File: config.mk
export PLATFORM = sky130hd
export DESIGN_NAME = dl_stream_loader
export DESIGN_NICKNAME = d
export VERILOG_FILES = /design/src/rtl/dl_stream_loader.sv
export SDC_FILE = /design/constraint.sdc
export NUM_CORES = 1
export LEC_CHECK = 0
export BUFFER_PORTS_ARGS = -buffer_cell sky130_fd_sc_hd__buf_2
export CORE_MARGIN = 2
export CORE_UTILIZATION = 40
export CTS_CLUSTER_SIZE = 30
export DETAILED_ROUTE_END_ITERATION = 8
export PLACE_DENSITY_LB_ADDON = 0.05
export SYNTH_ARGS = -nofsm -noshare
export SYNTH_HDL_FRONTEND = slang
export SYNTH_SLANG_ARGS = --single-unit
File: constraint.sdc
create_clock -name CLK_24M -period 2.7 [get_ports CLK_24M]
set_clock_uncertainty 0.1 [all_clocks]
set_input_delay 0.27 -clock CLK_24M [delete_from_list [all_inputs] [get_ports CLK_24M]]
set_output_delay 0.27 -clock CLK_24M [all_outputs]
set_load 0.005 [all_outputs]
File: src/rtl/dl_stream_loader.sv
// Byte-stream download writer: turns framed host packets into DL_ADDR/DL_DATA/DL_WR writes.
// Optional trailing checksum byte is enabled by defining DL_CHECKSUM_EN.
module dl_stream_loader #(
    parameter int unsigned WR_GAP  = 1,
    parameter int unsigned TIMEOUT = 24000000,
    parameter logic [7:0]  SYNC    = 8'hA5
) (
    input  logic        CLK_24M,
    input  logic        RESETn,
    input  logic [7:0]  I_DATA,
    input  logic        I_VALID,
    output logic        O_READY,
    output logic [15:0] DL_ADDR,
    output logic [7:0]  DL_DATA,
    output logic        DL_WR,
    output logic        O_BUSY,
    output logic        O_DONE,
    output logic        O_ERR
);

    typedef enum logic [3:0] {
        S_IDLE = 4'd0,
        S_AH   = 4'd1,
        S_AL   = 4'd2,
        S_LH   = 4'd3,
        S_LL   = 4'd4,
        S_DATA = 4'd5,
        S_WR   = 4'd6,
        S_GAP  = 4'd7,
        S_FIN  = 4'd8
`ifdef DL_CHECKSUM_EN
        ,
        S_CK   = 4'd9
`endif
    } state_t;

`ifdef DL_CHECKSUM_EN
    localparam state_t S_END = S_CK;
`else
    localparam state_t S_END = S_FIN;
`endif

    localparam logic [31:0] TO_LIM   = 32'(TIMEOUT);
    localparam logic        TO_EN    = (TIMEOUT != 32'd0);
    localparam logic        GAP_ZERO = (WR_GAP == 32'd0);
    localparam logic [3:0]  GAP_LAST = 4'(WR_GAP - 32'd1);

    function automatic logic ready_of(input state_t s);
        case (s)
            S_IDLE, S_AH, S_AL, S_LH, S_LL, S_DATA: ready_of = 1'b1;
`ifdef DL_CHECKSUM_EN
            S_CK:                                   ready_of = 1'b1;
`endif
            default:                                ready_of = 1'b0;
        endcase
    endfunction

    // States in which a stalled host counts towards the abort timeout.
    function automatic logic is_counted(input state_t s);
        case (s)
            S_AH, S_AL, S_LH, S_LL, S_DATA: is_counted = 1'b1;
`ifdef DL_CHECKSUM_EN
            S_CK:                           is_counted = 1'b1;
`endif
            default:                        is_counted = 1'b0;
        endcase
    endfunction

`ifdef DL_CHECKSUM_EN
    function automatic logic [7:0] sum8(input logic [7:0] acc, input logic [7:0] b);
        sum8 = acc + b;
    endfunction

    logic [7:0]  sum_q, sum_d;
`endif

    state_t      state_q, state_d;
    logic [15:0] addr_q, addr_d;
    logic [7:0]  len_hi_q, len_hi_d;
    logic [15:0] cnt_q, cnt_d;
    logic [3:0]  gap_q, gap_d;
    logic [31:0] to_q, to_d;
    logic        err_q, err_d;
    logic [15:0] dl_addr_q, dl_addr_d;
    logic [7:0]  dl_data_q, dl_data_d;
    logic        ready_q, busy_q, done_q, wr_q;
    logic        xfer_s, to_hit_s;

    assign xfer_s   = I_VALID & ready_q;
    assign to_hit_s = TO_EN & is_counted(state_q) & ~xfer_s & (to_q == (TO_LIM - 32'd1));

    // Next-state, datapath and timeout logic.
    always_comb begin
        state_d   = state_q;
        addr_d    = addr_q;
        len_hi_d  = len_hi_q;
        cnt_d     = cnt_q;
        gap_d     = gap_q;
        err_d     = err_q;
        dl_addr_d = dl_addr_q;
        dl_data_d = dl_data_q;
`ifdef DL_CHECKSUM_EN
        sum_d     = sum_q;
`endif
        if (TO_EN && is_counted(state_q) && !xfer_s) begin
            to_d = to_q + 32'd1;
        end else begin
            to_d = 32'd0;
        end

        case (state_q)
            S_IDLE: begin
                if (xfer_s && (I_DATA == SYNC)) begin
                    state_d = S_AH;
                    err_d   = 1'b0;
`ifdef DL_CHECKSUM_EN
                    sum_d   = 8'd0;
`endif
                end else begin
                    state_d = S_IDLE;
                end
            end
            S_AH: begin
                if (xfer_s) begin
                    addr_d[15:8] = I_DATA;
                    state_d      = S_AL;
`ifdef DL_CHECKSUM_EN
                    sum_d        = sum8(sum_q, I_DATA);
`endif
                end else begin
                    state_d = S_AH;
                end
            end
            S_AL: begin
                if (xfer_s) begin
                    addr_d[7:0] = I_DATA;
                    state_d     = S_LH;
`ifdef DL_CHECKSUM_EN
                    sum_d       = sum8(sum_q, I_DATA);
`endif
                end else begin
                    state_d = S_AL;
                end
            end
            S_LH: begin
                if (xfer_s) begin
                    len_hi_d = I_DATA;
                    state_d  = S_LL;
`ifdef DL_CHECKSUM_EN
                    sum_d    = sum8(sum_q, I_DATA);
`endif
                end else begin
                    state_d = S_LH;
                end
            end
            S_LL: begin
                if (xfer_s) begin
                    cnt_d   = {len_hi_q, I_DATA};
                    state_d = ({len_hi_q, I_DATA} == 16'd0) ? S_END : S_DATA;
`ifdef DL_CHECKSUM_EN
                    sum_d   = sum8(sum_q, I_DATA);
`endif
                end else begin
                    state_d = S_LL;
                end
            end
            S_DATA: begin
                if (xfer_s) begin
                    dl_addr_d = addr_q;
                    dl_data_d = I_DATA;
                    state_d   = S_WR;
`ifdef DL_CHECKSUM_EN
                    sum_d     = sum8(sum_q, I_DATA);
`endif
                end else begin
                    state_d = S_DATA;
                end
            end
            S_WR: begin
                addr_d = addr_q + 16'd1;
                cnt_d  = cnt_q - 16'd1;
                gap_d  = 4'd0;
                if (cnt_q == 16'd1) begin
                    state_d = S_END;
                end else if (GAP_ZERO) begin
                    state_d = S_DATA;
                end else begin
                    state_d = S_GAP;
                end
            end
            S_GAP: begin
                if (gap_q == GAP_LAST) begin
                    state_d = S_DATA;
                end else begin
                    gap_d = gap_q + 4'd1;
                end
            end
`ifdef DL_CHECKSUM_EN
            S_CK: begin
                if (xfer_s) begin
                    if (sum8(sum_q, I_DATA) == 8'd0) begin
                        state_d = S_FIN;
                    end else begin
                        state_d = S_IDLE;
                        err_d   = 1'b1;
                    end
                end else begin
                    state_d = S_CK;
                end
            end
`endif
            S_FIN: begin
                state_d = S_IDLE;
            end
            default: begin
                state_d = S_IDLE;
            end
        endcase

        // A stalled host abandons the packet; writes already issued stay.
        if (to_hit_s) begin
            state_d = S_IDLE;
            err_d   = 1'b1;
        end else begin
            err_d = err_d;
        end
    end

    // State, datapath and registered output flops.
    always_ff @(posedge CLK_24M or negedge RESETn) begin
        if (!RESETn) begin
            state_q   <= S_IDLE;
            addr_q    <= 16'd0;
            len_hi_q  <= 8'd0;
            cnt_q     <= 16'd0;
            gap_q     <= 4'd0;
            to_q      <= 32'd0;
            err_q     <= 1'b0;
            dl_addr_q <= 16'd0;
            dl_data_q <= 8'd0;
            ready_q   <= 1'b0;
            busy_q    <= 1'b0;
            done_q    <= 1'b0;
            wr_q      <= 1'b0;
`ifdef DL_CHECKSUM_EN
            sum_q     <= 8'd0;
`endif
        end else begin
            state_q   <= state_d;
            addr_q    <= addr_d;
            len_hi_q  <= len_hi_d;
            cnt_q     <= cnt_d;
            gap_q     <= gap_d;
            to_q      <= to_d;
            err_q     <= err_d;
            dl_addr_q <= dl_addr_d;
            dl_data_q <= dl_data_d;
            ready_q   <= ready_of(state_d);
            busy_q    <= (state_d != S_IDLE);
            done_q    <= (state_d == S_FIN);
            wr_q      <= (state_d == S_WR);
`ifdef DL_CHECKSUM_EN
            sum_q     <= sum_d;
`endif
        end
    end

    assign O_READY = ready_q;
    assign DL_ADDR = dl_addr_q;
    assign DL_DATA = dl_data_q;
    assign DL_WR   = wr_q;
    assign O_BUSY  = busy_q;
    assign O_DONE  = done_q;
    assign O_ERR   = err_q;

endmodule

==> results.toml <==
[outcome]
status = "complete, no violations"

[worst_setup_path]
critPathMaxStageDelay_ns = 0.66
rr_endpoint = "cnt_q[14]$_DFFE_PN0P_"
ff2ff_setup_slack_ns = 0.36
start_kind = "flip-flop"
worstPathRequired_ns = 2.85
end_kind = "flip-flop"
worstPathArrival_ns = 2.50
critical_path_class = "flip-flop to flip-flop"
crit_chain = "nand2b_4, or3_1, nand2_2, nor2_1, a311oi_1"
r2r.worst_path.cells = 5
crit_family = "simple AND/OR/NAND/NOR gates"
critPathMaxFanout = 20
crit_slowest_cell = "or3_1"
critPathBufInv = 0
r2r_start = "state_q[2]$_DFF_PN0_"

[cells_and_area]
multiInputGateArea_sq_mm = 0.00262
drive_gt1_share_pct = 21.4
fin_nets = 603
area_delta_synth_final_pct = 13.6
num-fill-cells = 1278
antenna_cells = 0
final_core_util_pct = 46.7
ff_latch_area_sq_mm = 0.00273

[global_route]
antenna_found_initial = 0
grt_pass1_vias = 4248
grt_pass1_wl_um = 21700
grt_max_degree = 52
grt_overflow = 0
grt_util_all_layers_pct = 18.9

[cts]
cts_buffers = 9
post-cts-setup-buffers = 0
cts_root_buf = "clkbuf_16"
cts_tree = "built"
clkSinkCount = 109
clkTransAtPathRegs_ns = 0.07
htree_num_levels = 3
clockBufferDepth = 2
clk-insertion-delay-late_ns = 0.35

[sta]
fin_crit_sh_pct = 86.8
setup_ws_ns = 0.356
slew_viol_final = 0
tns_ns = 0
maxSlewHeadroom_pct = 48.1
rsz0062_at_grt = "false"
finalHoldViolCount = 0
fmax_ghz = 0.427
setup-violations-final = 0
layout_min_cycle_time_ns = 2.34
tightest_slew_ns = 0.779

[run]
drv_cap = 0

[logic_synthesis]
synth_top_family_by_area = "simple AND/OR/NAND/NOR gates"
ys_seq_elements = 109
yosys.area_share.adder_pct = 1.37
synth.distinct_cells = 62
yosys.area_share.xor_xnor_pct = 4.15
yosys.area_share.simple_pct = 23.8
syn_avg_cell_area_sq_um = 10.0
synthesis.area_sq_mm = 0.00549
async_flop_share_pct = 100
synth_nets = 565
synth_compound_area_share_pct = 11.2
synth_ff_type = "dfrtp_1"
synth_edf_count = 0
synth_cells = 548
ys_seq_area_share_pct = 49.7
yosys-mux-area-fraction_pct = 6.75
synth_warnings = 0

[placed_design]
dpl.hpwl_um = 8970
portBuffers = 39
dp_slack_ns = 0.346
globalplace.congestion = 0.856

[drt]
detail_route.wl_per_cell_um = 16.8
drt_iter0_drc = 331
ant_nets = 0
first_pass_iters = 4
dr_total_vias = 4272
wirelength_um = 12800
drc = 0
viasPerCell = 5.58

[worst_hold_path]
hold_class = "primary input to flip-flop"
holdPathEnd = "cnt_q[4]$_DFFE_PN0P_"
whs_path_depth = 3
hold_path_startpoint = "I_DATA[4]"

[floorplan]
dieArea_sq_mm = 0.0147
pin_count = 40
rows = 42
core_sq_mm = 0.0133
die_x_um = 121
initial_core_util_pct = 41.1
fp.dieH_um = 121

[power]
total_leakage_power_nw = 2.51
power.total_w = 0.00603
ir_drop_uv = 364
power.density_mw_per_mm2 = 968
==> cell usage in the layout (no fill, tap or decap), types with 3 or more instances in the layout <==
cell type  synthesis  final
nand2_2            3      3
buf_4              4     11
xnor2_1           16     16
o221a_2            4      4
a311oi_1           3      3
nand2_1           43     43
or3_1              9      9
and3_1             6      6
o21ai_0           19     19
buf_2             15     38
inv_1              9      9
a211oi_1           5      5
and2_1             4      4
nand4_1           13     13
clkbuf_16          0      9
nor4_2             8      8
nor3_1            23     23
and4_1             7      7
a21oi_1           27     27
nand3_1           28     28
ha_1               6      6
mux2_2            32     32
a31oi_1            5      5
nor4_1            10     10
nor2_1            67     67
dfrtp_1          109    109
o22ai_1           11     11
clkbuf_8           0      3
o31ai_1            3      3
xor2_1            10     10
==> routing by layer <==
| metal | global-route usage [%] | up-vias | wire [um] |
|---|---|---|---|
| met5 | 0 | - | 0 |
| met3 | 4.09 | 22 | 527 |
| met1 | 24.3 | 2095 | 5860 |
| met2 | 31.4 | 85 | 6190 |
| li1 | - | 2070 | - |
| met4 | 6.82 | 0 | 270 |
==> power by group <==
part	internal, W	switching (W)
sequential	0.00214	0.000520
combinational	0.000916	0.00109
clock	0.000790	0.000581
total	0.00385	0.00219
==> area by class of cell <==
cell class                 count  area share [%]
clock buffer                  12            4.27
clock inverter                 3           0.702
inverter                      10           0.602
multi-input combinational    404            42.0
sequential                   109            43.7
tap                          176            3.53
timing repair buffer          52            5.18
==> synth_stat cells, types with 6 or more instances <==
master   number  area share, %
nand4_1      13            1.5
nand3_1      28            2.6
nor2_1       67            4.6
nor4_1       10            1.1
or3_1         9            1.0
xnor2_1      16            2.6
nor3_1       23            2.1
a21oi_1      27            2.5
and4_1        7            1.1
and3_1        6           0.68
mux2_2       32            6.6
nor4_2        8            1.8
inv_1         9           0.62
o22ai_1      11            1.3
dfrtp_1     109             50
buf_2        15            1.4
o21ai_0      19            1.7
ha_1          6            1.4
nand2_1      43            2.9
xor2_1       10            1.6
==> worst min-delay path, cell delays in order <==
cell	delay (ns)
buf_2	0.16
nand2_1	0.08
nand3_1	0.06
==> logic make-up (layout without fill, tap and decap cells) <==
kind of cell / Yosys count / in the layout
mux: 33 / 33
buf+inv: 35 / 77
simple gates: 244 / 244
fa+ha+maj: 6 / 6
flops: 109 / 109
compound gates: 95 / 95
xor+xnor: 26 / 26
==> registers in the layout, indices dropped and copies added (netlist names), 4 cells and up <==
| signal | cells |
|---|---|
| DL_ADDR | 16 |
| DL_DATA | 8 |
| addr_q | 16 |
| cnt_q | 16 |
| gap_q | 4 |
| len_hi_q | 8 |
| state_q | 4 |
| to_q | 32 |
==> through the flow <==
stage	instances	hold WS, ns	cell area, sq um
4_1_cts	766	0.147	6240
3_3_place_gp	750	0.260	5920
2_1_floorplan	548	-0.126	5490
6_report	766	0.160	6240
3_5_place_dp	750	0.266	5920
5_1_grt	766	0.154	6240
==> worst max-delay path by stage <==
stage                         start                endpoint  cells after the start
2_1_floorplan  state_q[3]$_DFF_PN0_  DL_DATA[6]$_DFFE_PN0N_                      4
3_3_place_gp   state_q[2]$_DFF_PN0_    cnt_q[8]$_DFFE_PN0P_                      5
3_5_place_dp   state_q[3]$_DFF_PN0_       O_READY$_DFF_PN0_                      5
4_1_cts        state_q[2]$_DFF_PN0_   cnt_q[14]$_DFFE_PN0P_                      5
5_1_grt        state_q[2]$_DFF_PN0_   cnt_q[14]$_DFFE_PN0P_                      5
6_report       state_q[2]$_DFF_PN0_   cnt_q[14]$_DFFE_PN0P_                      5
==> what timing repair did <==
action,4_1_cts,5_1_grt
gates resized for setup,0,0
hold buffers,1,0
endpoints found under the hold margin,48,0
No activity file was read; power rests on OpenSTA's default activity.
